--- src/rtl/pattern_pkg.sv ---
// Shared types and defaults for the pattern serializer.
package pattern_pkg;

  typedef enum logic {IDLE, SHIFT} ser_state_t;

  localparam int DEFAULT_DATA_W = 8;

endpackage

--- src/rtl/pattern_serializer.sv ---
// Double-buffered parallel-to-serial source: a shifter plus one pending word stream gap-free.
// Define SERIALIZER_PARITY_EN to append an even-parity bit after each word.
module pattern_serializer
  import pattern_pkg::*;
#(
  parameter int DATA_W    = DEFAULT_DATA_W,
  parameter bit LSB_FIRST = 1'b1
) (
  input  logic              clk,
  input  logic              rstb,
  input  logic [DATA_W-1:0] in_data,
  input  logic              in_valid,
  output logic              in_ready,
  output logic              serial_pattern,
  output logic              enable,
  output logic              word_done,
  output logic              busy
);

`ifdef SERIALIZER_PARITY_EN
  localparam int NBITS = DATA_W + 1;
`else
  localparam int NBITS = DATA_W;
`endif
  localparam int              CNT_W    = $clog2(NBITS + 1);
  localparam logic [CNT_W-1:0] LAST_CNT = CNT_W'(NBITS - 1);
  localparam logic [CNT_W-1:0] ONE_CNT  = CNT_W'(1);

  ser_state_t        state_q, state_d;
  logic [DATA_W-1:0] shift_q, shift_d;
  logic [DATA_W-1:0] pend_q, pend_d;
  logic              pend_vld_q, pend_vld_d;
  logic [CNT_W-1:0]  bit_cnt_q, bit_cnt_d;
  logic              serial_q, serial_d;
  logic              enable_q, enable_d;
  logic              word_done_q, word_done_d;
  logic              accept_s;
  logic              load_s;
  logic [DATA_W-1:0] load_word_s;

`ifdef SERIALIZER_PARITY_EN
  localparam logic [CNT_W-1:0] PAR_CNT = CNT_W'(DATA_W);
  logic par_q, par_d;

  function automatic logic even_parity(input logic [DATA_W-1:0] w);
    return ^w;
  endfunction
`endif

  assign accept_s = in_valid && !pend_vld_q;

  // Next-state, shifter, pending buffer and output-bit selection.
  always_comb begin
    state_d     = state_q;
    shift_d     = shift_q;
    pend_d      = pend_q;
    pend_vld_d  = pend_vld_q;
    bit_cnt_d   = bit_cnt_q;
    serial_d    = serial_q;
    enable_d    = enable_q;
    word_done_d = 1'b0;
    load_s      = 1'b0;
    load_word_s = in_data;
`ifdef SERIALIZER_PARITY_EN
    par_d       = par_q;
`endif
    case (state_q)
      IDLE: begin
        if (accept_s) begin
          load_s      = 1'b1;
          load_word_s = in_data;
        end else begin
          enable_d = 1'b0;
          serial_d = 1'b0;
        end
      end
      SHIFT: begin
        if (bit_cnt_q == LAST_CNT) begin
          // Pending word has priority; otherwise a same-cycle accept loads directly.
          if (pend_vld_q) begin
            load_s      = 1'b1;
            load_word_s = pend_q;
            pend_vld_d  = 1'b0;
          end else if (accept_s) begin
            load_s      = 1'b1;
            load_word_s = in_data;
          end else begin
            state_d   = IDLE;
            enable_d  = 1'b0;
            serial_d  = 1'b0;
            bit_cnt_d = {CNT_W{1'b0}};
          end
        end else begin
          bit_cnt_d   = bit_cnt_q + ONE_CNT;
          word_done_d = (bit_cnt_d == LAST_CNT);
`ifdef SERIALIZER_PARITY_EN
          if (bit_cnt_d == PAR_CNT) begin
            serial_d = par_q;
          end else
`endif
          if (LSB_FIRST) begin
            serial_d = shift_q[0];
            shift_d  = shift_q >> 1;
          end else begin
            serial_d = shift_q[DATA_W-1];
            shift_d  = shift_q << 1;
          end
          if (accept_s) begin
            pend_d     = in_data;
            pend_vld_d = 1'b1;
          end else begin
            pend_vld_d = pend_vld_q;
          end
        end
      end
      default: begin
        state_d    = IDLE;
        enable_d   = 1'b0;
        serial_d   = 1'b0;
        bit_cnt_d  = {CNT_W{1'b0}};
        pend_vld_d = 1'b0;
      end
    endcase

    // The first bit goes straight to the output register; the shifter keeps the rest.
    if (load_s) begin
      state_d   = SHIFT;
      enable_d  = 1'b1;
      bit_cnt_d = {CNT_W{1'b0}};
`ifdef SERIALIZER_PARITY_EN
      par_d     = even_parity(load_word_s);
`endif
      if (LSB_FIRST) begin
        serial_d = load_word_s[0];
        shift_d  = load_word_s >> 1;
      end else begin
        serial_d = load_word_s[DATA_W-1];
        shift_d  = load_word_s << 1;
      end
    end else begin
      shift_d = shift_d;
    end
  end

  // State and datapath registers with synchronous active-low reset.
  always_ff @(posedge clk) begin
    if (!rstb) begin
      state_q     <= IDLE;
      shift_q     <= {DATA_W{1'b0}};
      pend_q      <= {DATA_W{1'b0}};
      pend_vld_q  <= 1'b0;
      bit_cnt_q   <= {CNT_W{1'b0}};
      serial_q    <= 1'b0;
      enable_q    <= 1'b0;
      word_done_q <= 1'b0;
`ifdef SERIALIZER_PARITY_EN
      par_q       <= 1'b0;
`endif
    end else begin
      state_q     <= state_d;
      shift_q     <= shift_d;
      pend_q      <= pend_d;
      pend_vld_q  <= pend_vld_d;
      bit_cnt_q   <= bit_cnt_d;
      serial_q    <= serial_d;
      enable_q    <= enable_d;
      word_done_q <= word_done_d;
`ifdef SERIALIZER_PARITY_EN
      par_q       <= par_d;
`endif
    end
  end

  assign in_ready       = !pend_vld_q;
  assign serial_pattern = serial_q;
  assign enable         = enable_q;
  assign word_done      = word_done_q;
  assign busy           = (state_q == SHIFT) || pend_vld_q;

endmodule
--- config.mk ---
export PLATFORM = sky130hd
export DESIGN_NAME = pattern_serializer
export DESIGN_NICKNAME = d
export VERILOG_FILES = /design/src/rtl/pattern_pkg.sv /design/src/rtl/pattern_serializer.sv
export SDC_FILE = /design/constraint.sdc
export NUM_CORES = 1
export LEC_CHECK = 0
export CORE_ASPECT_RATIO = 0.7
export CORE_UTILIZATION = 35
export DETAILED_ROUTE_END_ITERATION = 7
export GPL_ROUTABILITY_DRIVEN = 0
export PLACE_DENSITY = 0.63
export SLEW_MARGIN = 15
export SYNTH_ARGS = -nofsm -noshare
export SYNTH_HDL_FRONTEND = slang
export SYNTH_SLANG_ARGS = --single-unit
--- constraint.sdc ---
create_clock -name clk -period 1.85 [get_ports clk]
set_input_delay 0.2775 -clock clk [delete_from_list [all_inputs] [get_ports clk]]
set_output_delay 0.2775 -clock clk [all_outputs]
set_load 0.01 [all_outputs]
==> summary.txt, run 1 <==
GRT
  • M3 GR Usage: 0.0473
  • Tot GR Track Use: 0.144
  • Total gr overflow: 0
  • Initial antenna violation count: 0
  • GR Layer Usage met2: 0.213
  • Busiest metal layer after global routing: met2
  • Largest net degree at the start of global routing: 18
  • Vias in the first global route: 854
  • First-pass GRT wire length: 3970 microns
  • M1 GR Usage: 0.193

Worst setup path
  • CP max stage delay: 0.47 ns
  • Worst Setup SP: pend_vld_q
  • CP required: 1.57 ns
  • Delay-heaviest family, CP: buffers and inverters
  • Critical Path Stages: 3
  • Critical path class: reg -> out
  • Worst-path maximum fanout: 17
  • Worst reg-to-reg path cell count: 6
  • Type of origin of the critical path: flip-flop
  • Crit end category: primary output
  • Cells along the critical path: buf_4, inv_1, clkdlybuf4s50_1
  • Critical path endpoint: in_ready
  • Critical Path Slowest Stage Cell: clkdlybuf4s50_1
  • RR Endpoint: shift_q[2]
  • Buf/Inv on CP: 3
  • Worst EP arrival: 1.48 ns
  • Reg-to-reg slack, setup: 0.18 ns
  • FF-to-FF Start: bit_cnt_q[0]

Detailed routing
  • Vias: 942
  • Wire per inst: 12.2 microns
  • Vias/cell: 4.86
  • 1st-iter DRT viols: 84
  • DRT Pass-1 Iters: 4
  • Aggregate routed wire length: 2370 microns
  • ANT nets after route: 0
  • Remaining DRCs: 0

Logic synthesis
  • Biggest area consumer among synthesized cells: dfxtp_1
  • Yosys reg bits: 24
  • Netlist cell types: 38
  • Synthesized area: 1210 sq um
  • Mapped Cells: 132
  • Yosys warns: 0
  • Synth top area cells: dfxtp_1 40%, mux2i_1 7.4%, a21boi_1 5.6%
  • Post-synth top area share: 0.396
  • Commonest cells in the synthesized netlist: 24 x dfxtp_1, 10 x nor2b_1, 9 x a21boi_1, 9 x mux2i_1, 9 x o21ai_1
  • Top-count cell post-synth: dfxtp_1
  • Post-synth top flop: dfxtp_1
  • Sequential area share after synthesis: 0.396
  • Syn Nets: 145
  • Post-synth EDFFs: 0
  • Synth async-reset ratio: 0
  • Mean Syn Cell Area: 9.19 sq um

Final layout
  • Synth-to-Final Area Change: 19.7%
  • Fraction of layout cells with a size suffix above 1: 0.136
  • Antenna cell count: 0
  • Final Net Count: 162
  • Fill count: 319

STA
  • Final setup violating endpoints: 0
  • Count of final hold-check violations: 0
  • Fmax achieved: 570 MHz
  • Post-layout min period: 1.75 ns
  • Setup TNS: 0 ns
  • Final Max Tran Viols: 0
  • Slew @ Worst Pin: 0.371 ns
  • Setup Skew: 0.00558 ns
  • Post-route clock period utilization: 0.948
  • RSZ-0062 raised after global routing: no
  • Worst slew margin: 0.746

CTS
  • H-tree levels: 1
  • Post-CTS Repair Setup Buffers: 0
  • Clock-pin slew on the worst setup and hold paths: 0.08 ns
  • Num CTS Buffers: 3
  • Root buffer cell: clkbuf_8
  • Worst-Skew Late Latency: 0.26 ns
  • CTS tree: done
  • CTS Buffer Depth: 2
  • # clock sinks: 24
  • Hold Buf Count CTS: 0

Floorplanning
  • Site row count: 17
  • Die Y: 51.3 microns
  • Core ar.: 3230 sq um
  • Horiz. Die Dim: 72.4 microns
  • Io pins: 16
  • Die ar.: 3710 sq um
  • Initial Utilization: 0.375

Placed design
  • Post-DP HPWL: 1690 microns
  • Number of I/O port buffers: 15

Power
  • Worst vdd ir: 0.000431 V
  • P per Cell Area: 723 nW/um^2
  • Pwr Total: 1.05 mW
  • Lkg Pwr: 0.574 nW

Flow run
  • Max-cap viol count: 0

Worst hold path
  • Worst Hold Class: reg -> reg

Outcome
  • Status: completed
## registers in the layout (all words and copies together), names as in the netlist
register        cells
bit_cnt_q           4
enable              1
pend_q              8
pend_vld_q          1
serial_pattern      1
shift_q             7
state_q             1
word_done           1
## worst register-to-register path: cells and delay by family (launching register included)
kind                     cells  cell delay, ns
AND/OR/NAND/NOR              2            0.50
flip-flops                   1            0.41
adder cells (fa/ha/maj)      1            0.26
AO/OA/AOI/OAI                2            0.22
buffers and inverters        1            0.19
## where the power goes
group	leakage, nW	total, mW	internal [mW]	switching (mW)
logic	0.356	0.181	0.0924	0.0882
registers	0.196	0.569	0.547	0.0218
clock network	0.0216	0.300	0.145	0.155
## cell usage in the layout, fill, tap and decap left out, types with 3 or more instances in the layout
master / Yosys / routed
o21ai_0: 5 / 5
dfxtp_1: 24 / 24
o21ai_1: 9 / 8
nor2_1: 4 / 4
and3_1: 6 / 6
a21oi_1: 3 / 3
nor2b_1: 10 / 10
clkdlybuf4s50_1: 0 / 15
inv_1: 3 / 3
a21boi_1: 9 / 9
clkbuf_8: 0 / 3
nand2_1: 7 / 7
a31oi_1: 5 / 5
buf_4: 2 / 6
mux2i_1: 9 / 9
## layout make-up
type,instances,area (sq um),share of cell area
well taps,47,58.8,0.0405
clock buffers,3,41.3,0.0284
flip-flops and latches,24,480,0.331
repair buffers,21,195,0.134
inverters,3,11.3,0.00775
multi-input cells,96,666,0.458
## stage by stage
stage | area (sq um) | cells | hold WS (ns) | utilization | worst slack [ns]
after floorplan | 1210 | 132 | 0.428 | - | 0.348
after global placement | 1410 | 191 | 0.444 | 0.435 | 0.124
after detailed placement | 1410 | 191 | 0.439 | 0.435 | 0.0590
after CTS | 1450 | 194 | 0.452 | 0.447 | 0.0913
after global routing | 1450 | 194 | 0.462 | 0.449 | 0.0159
final | 1450 | 194 | 0.446 | 0.449 | 0.0970
## per-layer routing
layer  up-vias  wire [microns]
li1        502               -
met1       415            1230
met2        21            1000
met3         4             114
met4         0              25
met5         -               0
## kinds of logic (layout without fill, tap and decap cells)
group	Yosys count	after routing	share of synthesized area
compound gates	42	42	0.235
simple gates	41	41	0.199
flops	24	24	0.396
buf+inv	12	27	0.0608
mux	9	9	0.0742
fa+ha+maj	2	2	0.0206
xor+xnor	2	2	0.0144
## how the worst min path moves through the flow
stage                     startpoint              to  slack [ns]  depth (start not counted)
final                         enable          enable        0.45                          2
after global routing          enable          enable        0.46                          2
after CTS                     enable          enable        0.45                          2
after detailed placement      enable          enable        0.44                          2
after global placement        enable          enable        0.44                          2
after floorplan           shift_q[0]  serial_pattern        0.43                          2
## what timing repair did
action,CTS,global route
gates resized for setup,0,2
hold endpoints to repair,0,0
setup endpoints to repair,0,6
Note: power is estimated with default switching activity, not from simulation.
==> inputs of run 2 (changes only) <==
--- a/config.mk
+++ b/config.mk
@@ -5,11 +5,13 @@
 export SDC_FILE = /design/constraint.sdc
 export NUM_CORES = 1
 export LEC_CHECK = 0
+export CELL_PAD_IN_SITES_DETAIL_PLACEMENT = 0
+export CELL_PAD_IN_SITES_GLOBAL_PLACEMENT = 1
 export CORE_ASPECT_RATIO = 0.7
 export CORE_UTILIZATION = 35
 export DETAILED_ROUTE_END_ITERATION = 7
 export GPL_ROUTABILITY_DRIVEN = 0
-export PLACE_DENSITY = 0.63
+export PLACE_DENSITY = 0.76
 export SLEW_MARGIN = 15
 export SYNTH_ARGS = -nofsm -noshare
 export SYNTH_HDL_FRONTEND = slang
==> summary.txt, run 2 (synthesis gave the netlist of run 1 again) <==
Power
  • Lkg Pwr: 0.584 nW
  • Worst vdd ir: 0.000412 V
  • P per Cell Area: 719 nW/um^2

Final layout
  • Highest-count cells in the layout ignoring fill and taps: 24 x dfxtp_1, 15 x clkdlybuf4s50_1, 10 x nor2b_1
  • Layout Cells excl Fill: 195
  • Synth-to-Final Area Change: 21.1%
  • Final Net Count: 163
  • Antenna cell count: 0
  • Most common cell after layout, fill and taps aside: dfxtp_1
  • Max FFs per register: 8
  • Largest registers: pend_q: 8 flops, shift_q: 7 flops, bit_cnt_q: 4 flops
  • Fraction of layout cells with a size suffix above 1: 0.135
  • Fill count: 330
  • Largest reg by FF count: pend_q

Worst setup path
  • Type of origin of the critical path: flip-flop
  • Delay-heaviest family, CP: buffers and inverters
  • RR Endpoint: enable
  • Worst Setup SP: state_q
  • FF-to-FF Start: bit_cnt_q[0]
  • Critical Path Stages: 2
  • Cells along the critical path: or2_2, clkdlybuf4s50_1
  • CP required: 1.57 ns
  • CP max stage delay: 0.52 ns
  • Reg-to-reg slack, setup: 0.15 ns
  • Buf/Inv on CP: 1
  • Worst reg-to-reg path cell count: 5
  • Worst EP arrival: 1.45 ns
  • Worst-path maximum fanout: 9
  • Critical Path Slowest Stage Cell: clkdlybuf4s50_1
  • Crit end category: primary output
  • Critical path class: reg -> out
  • Critical path endpoint: busy

STA
  • Count of final hold-check violations: 0
  • Setup Skew: 0.00410 ns
  • Slew @ Worst Pin: 0.389 ns
  • Final setup violating endpoints: 0
  • Fmax achieved: 578 MHz
  • RSZ-0062 raised after global routing: no
  • Post-route clock period utilization: 0.936
  • Final Max Tran Viols: 0
  • Worst setup margin: 0.119 ns
  • Post-layout min period: 1.73 ns
  • Setup TNS: 0 ns
  • Worst slew margin: 0.733

CTS
  • Hold Buf Count CTS: 0
  • Clock-pin slew on the worst setup and hold paths: 0.08 ns
  • Worst-Skew Late Latency: 0.27 ns
  • CTS tree: done
  • H-tree levels: 1
  • CTS Buffer Depth: 2
  • Root buffer cell: clkbuf_8
  • Num CTS Buffers: 3
  • # clock sinks: 24

Floorplanning
  • Initial Utilization: 0.375
  • Horiz. Die Dim: 72.4 microns
  • Core ar.: 3230 sq um
  • Io pins: 16
  • Die ar.: 3710 sq um
  • Die Y: 51.3 microns
  • Site row count: 17

Detailed routing
  • DRT Pass-1 Iters: 4
  • Remaining DRCs: 0
  • ANT nets after route: 0
  • Vias/cell: 4.92
  • 1st-iter DRT viols: 65
  • Wire per inst: 12.7 microns
  • Aggregate routed wire length: 2470 microns
  • Vias: 959

GRT
  • Largest net degree at the start of global routing: 18
  • Vias in the first global route: 872
  • Total gr overflow: 0
  • First-pass GRT wire length: 4200 microns
  • Initial antenna violation count: 0
  • Tot GR Track Use: 0.151

Worst hold path
  • Worst Hold Class: reg -> reg
  • Worst hold path cell count: 2

Flow run
  • Max-cap viol count: 0

Placed design
  • Placed Cells: 192
  • Pre-CTS setup slack: 0.0498 ns
  • Number of I/O port buffers: 15
  • Post-DP HPWL: 1840 microns

Outcome
  • Status: completed
run 2: cell types whose count changed in the layout (fill, tap and decap cells not counted), sizes merged:
| cell | previous run | this run |
|---|---|---|
| buf | 6 | 7 |
run 2: power by group:
group	total [mW]	internal (mW)	switching (mW)
Sequential	0.571	0.547	0.0233
Clock	0.304	0.146	0.158
Combinational	0.182	0.0938	0.0883
Total	1.06	0.787	0.270
run 2: layer usage:
| metal | global-route usage | share of wire | vias up |
|---|---|---|---|
| li1 | - | - | 506 |
| met1 | 0.211 | 0.52 | 436 |
| met2 | 0.227 | 0.44 | 15 |
| met3 | 0.0473 | 0.036 | 2 |
| met4 | 0.0294 | 0.0044 | 0 |
| met5 | 0 | 0 | - |
run 2: metrics by stage:
step / hold slack, ns / util / cell area [sq um] / power, mW
after floorplan: 0.428 / - / 1210 / 0.693
after global placement: 0.442 / 0.441 / 1430 / 0.757
after detailed placement: 0.453 / 0.441 / 1430 / 0.763
after CTS: 0.463 / 0.454 / 1470 / 1.07
after global routing: 0.476 / 0.455 / 1470 / 1.12
final: 0.457 / 0.455 / 1470 / 1.06
run 2: worst min path at each step:
stage	start	endpoint	slack (ns)
final	enable	enable	0.46
after global routing	enable	enable	0.48
after CTS	shift_q[6]	shift_q[6]	0.46
after detailed placement	enable	enable	0.45
after global placement	enable	enable	0.44
after floorplan	shift_q[0]	serial_pattern	0.43
run 2: layout make-up:
cell class / count / area [sq um] / area share
multi-input cells: 96 / 663 / 0.451
flip-flops and latches: 24 / 480 / 0.327
inverters: 3 / 11.3 / 0.00766
clock buffers: 3 / 41.3 / 0.0281
well taps: 47 / 58.8 / 0.0400
repair buffers: 22 / 215 / 0.146
run 2: worst register-to-register path: stages (launching register included):
cell and delay [ns]:
dfxtp_1 0.41, ha_1 0.29, nand3b_2 0.21, o22a_1 0.35, and2_1 0.21, a21boi_1 0.12
run 2: repair_timing:
action,in CTS,in global routing
resized for setup,0,1
endpoints found under the setup margin,0,2
buffers inserted,0,0
==> variant, RTL diff (config.mk and constraints of run 1) <==
Add a define of `SERIALIZER_PARITY_EN`.
--- a/src/rtl/pattern_serializer.sv
+++ b/src/rtl/pattern_serializer.sv
@@ -1,4 +1,6 @@
 // Double-buffered parallel-to-serial source: a shifter plus one pending word stream gap-free.
 // Define SERIALIZER_PARITY_EN to append an even-parity bit after each word.
+`define SERIALIZER_PARITY_EN
+
 module pattern_serializer
   import pattern_pkg::*;
Behaviour: not the same (a bounded check fails within 10 cycles, from zero or initial values and one cycle with rstb low).
==> variant against run 1 <==
- total power is 17% higher
- clock skew rose by 0.0013 ns
- final area up 16%
- largest power group unchanged
- cell count grew 14%
- clock power increased by 9.7%
- sequential cell count grew 1
- synthesized area grew 13%
- routed wire length is 32% higher
- critical path type is now flop to flop
- critical endpoint is now shift_q[4]
- first-iteration DRC count decreased by 36%
- largest cell class unchanged
- worst setup slack better by 0.0099 ns
==> variant: results (changes against run 1) <==
stage	metric	value	unit	change
global_routing	grt_max_degree	14		-4
die	dieArea	0.00417	mm^2	+12%
cells_and_area	fill_cells	338		+6.0%
critical_path	cp_top_family	compound AO/OA/AOI/OAI gates		
logic_synthesis	ys_seq_elements	25		+4.2%
critical_path	critPathLaunch	bit_cnt_q[0]		
critical_path	slowest_stage	a311oi_4		
detailed_routing	viasPerCell	5.20		+7.1%
placement	hpwl	2.33	mm	+38%
logic_synthesis	synthesis.nets	159		+9.7%
cells_and_area	multi_input_gates	108		+13%
cells_and_area	clkbuf_count	4		+1
timing	tightest_slew	0.486	ns	+0.116 ns
clocking	cts_resized	1		+1
pwr	p_leak	0.000703	uW	+22%
cells_and_area	clk_share	2.67	%	-0.18 points
logic_synthesis	muxShareOfSynthArea	8.05	%	+0.63 points
logic_synthesis	netlist_instances	146		+11%
timing	fin_skew	0.00684	ns	+0.00126 ns
cells_and_area	buffer_area_share	14.6	%	+1.2 points
worst_hold_path	hp-start	shift_q[0]		
global_routing	first_global_vias	1022		+20%
cells_and_area	multiInputGateArea	808	um^2	+21%
outcome	outcome	complete, no violations		
critical_path	critPathArrivalTime	1.93	ns	+0.45 ns
cells_and_area	drive_gt1_share	15.8	%	+2.2 points
placement	place_area	0.00163	mm^2	+16%
cells_and_area	nets	185		+14%
logic_synthesis	synth_compound_area_share	22.2	%	-1.3 points
cells_and_area	regArea	500	um^2	+4.2%
cells_and_area	inverters	7		+4
placement	dp_worst_setup_slack	-0.0422	ns	-0.101 ns
global_routing	grt_pass1_wl	5.00	mm	+26%
cells_and_area	area_delta_synth_final	23.5	%	
detailed_routing	drt_iter0_markers	54		-36%
logic_synthesis	yosys-top-cells-area	dfxtp_1, mux2i_1, xnor2_1		
pwr	peakVddDrop	0.326	mV	-24%
logic_synthesis	synth_xor_area_share	8.97	%	+7.5 points
variant: per-layer routing:
| layer | track usage [%] | vias to the layer above | wire length (um) | part of all wire [%] |
|---|---|---|---|---|
| met5 | 0 | - | 0 | 0 |
| met4 | 4.81 | 0 | 18 | 0.58 |
| met3 | 4.50 | 5 | 166 | 5.3 |
| met2 | 24.7 | 31 | 1330 | 43 |
| met1 | 20.9 | 532 | 1610 | 52 |
| li1 | - | 581 | - | - |
variant: worst paths after layout:
path / to / slack, ns / cells after the start
min reg2reg: shift_q[0] / 0.50 / 2
min: shift_q[0] / 0.50 / 2
max reg2reg: shift_q[4] / 0.11 / 6
max: shift_q[4] / 0.11 / 6
variant: power breakdown:
group | switching (uW) | internal [uW] | total (uW)
clock network | 175 | 154 | 329
registers | 23.9 | 575 | 599
logic | 151 | 153 | 304
variant: worst register-to-register path: stages, from the launching register on:
cell	delay, ns
dfxtp_1	0.33
inv_1	0.07
ha_1	0.21
and3b_1	0.22
a311oi_4	0.36
nand3_4	0.17
o32ai_2	0.28
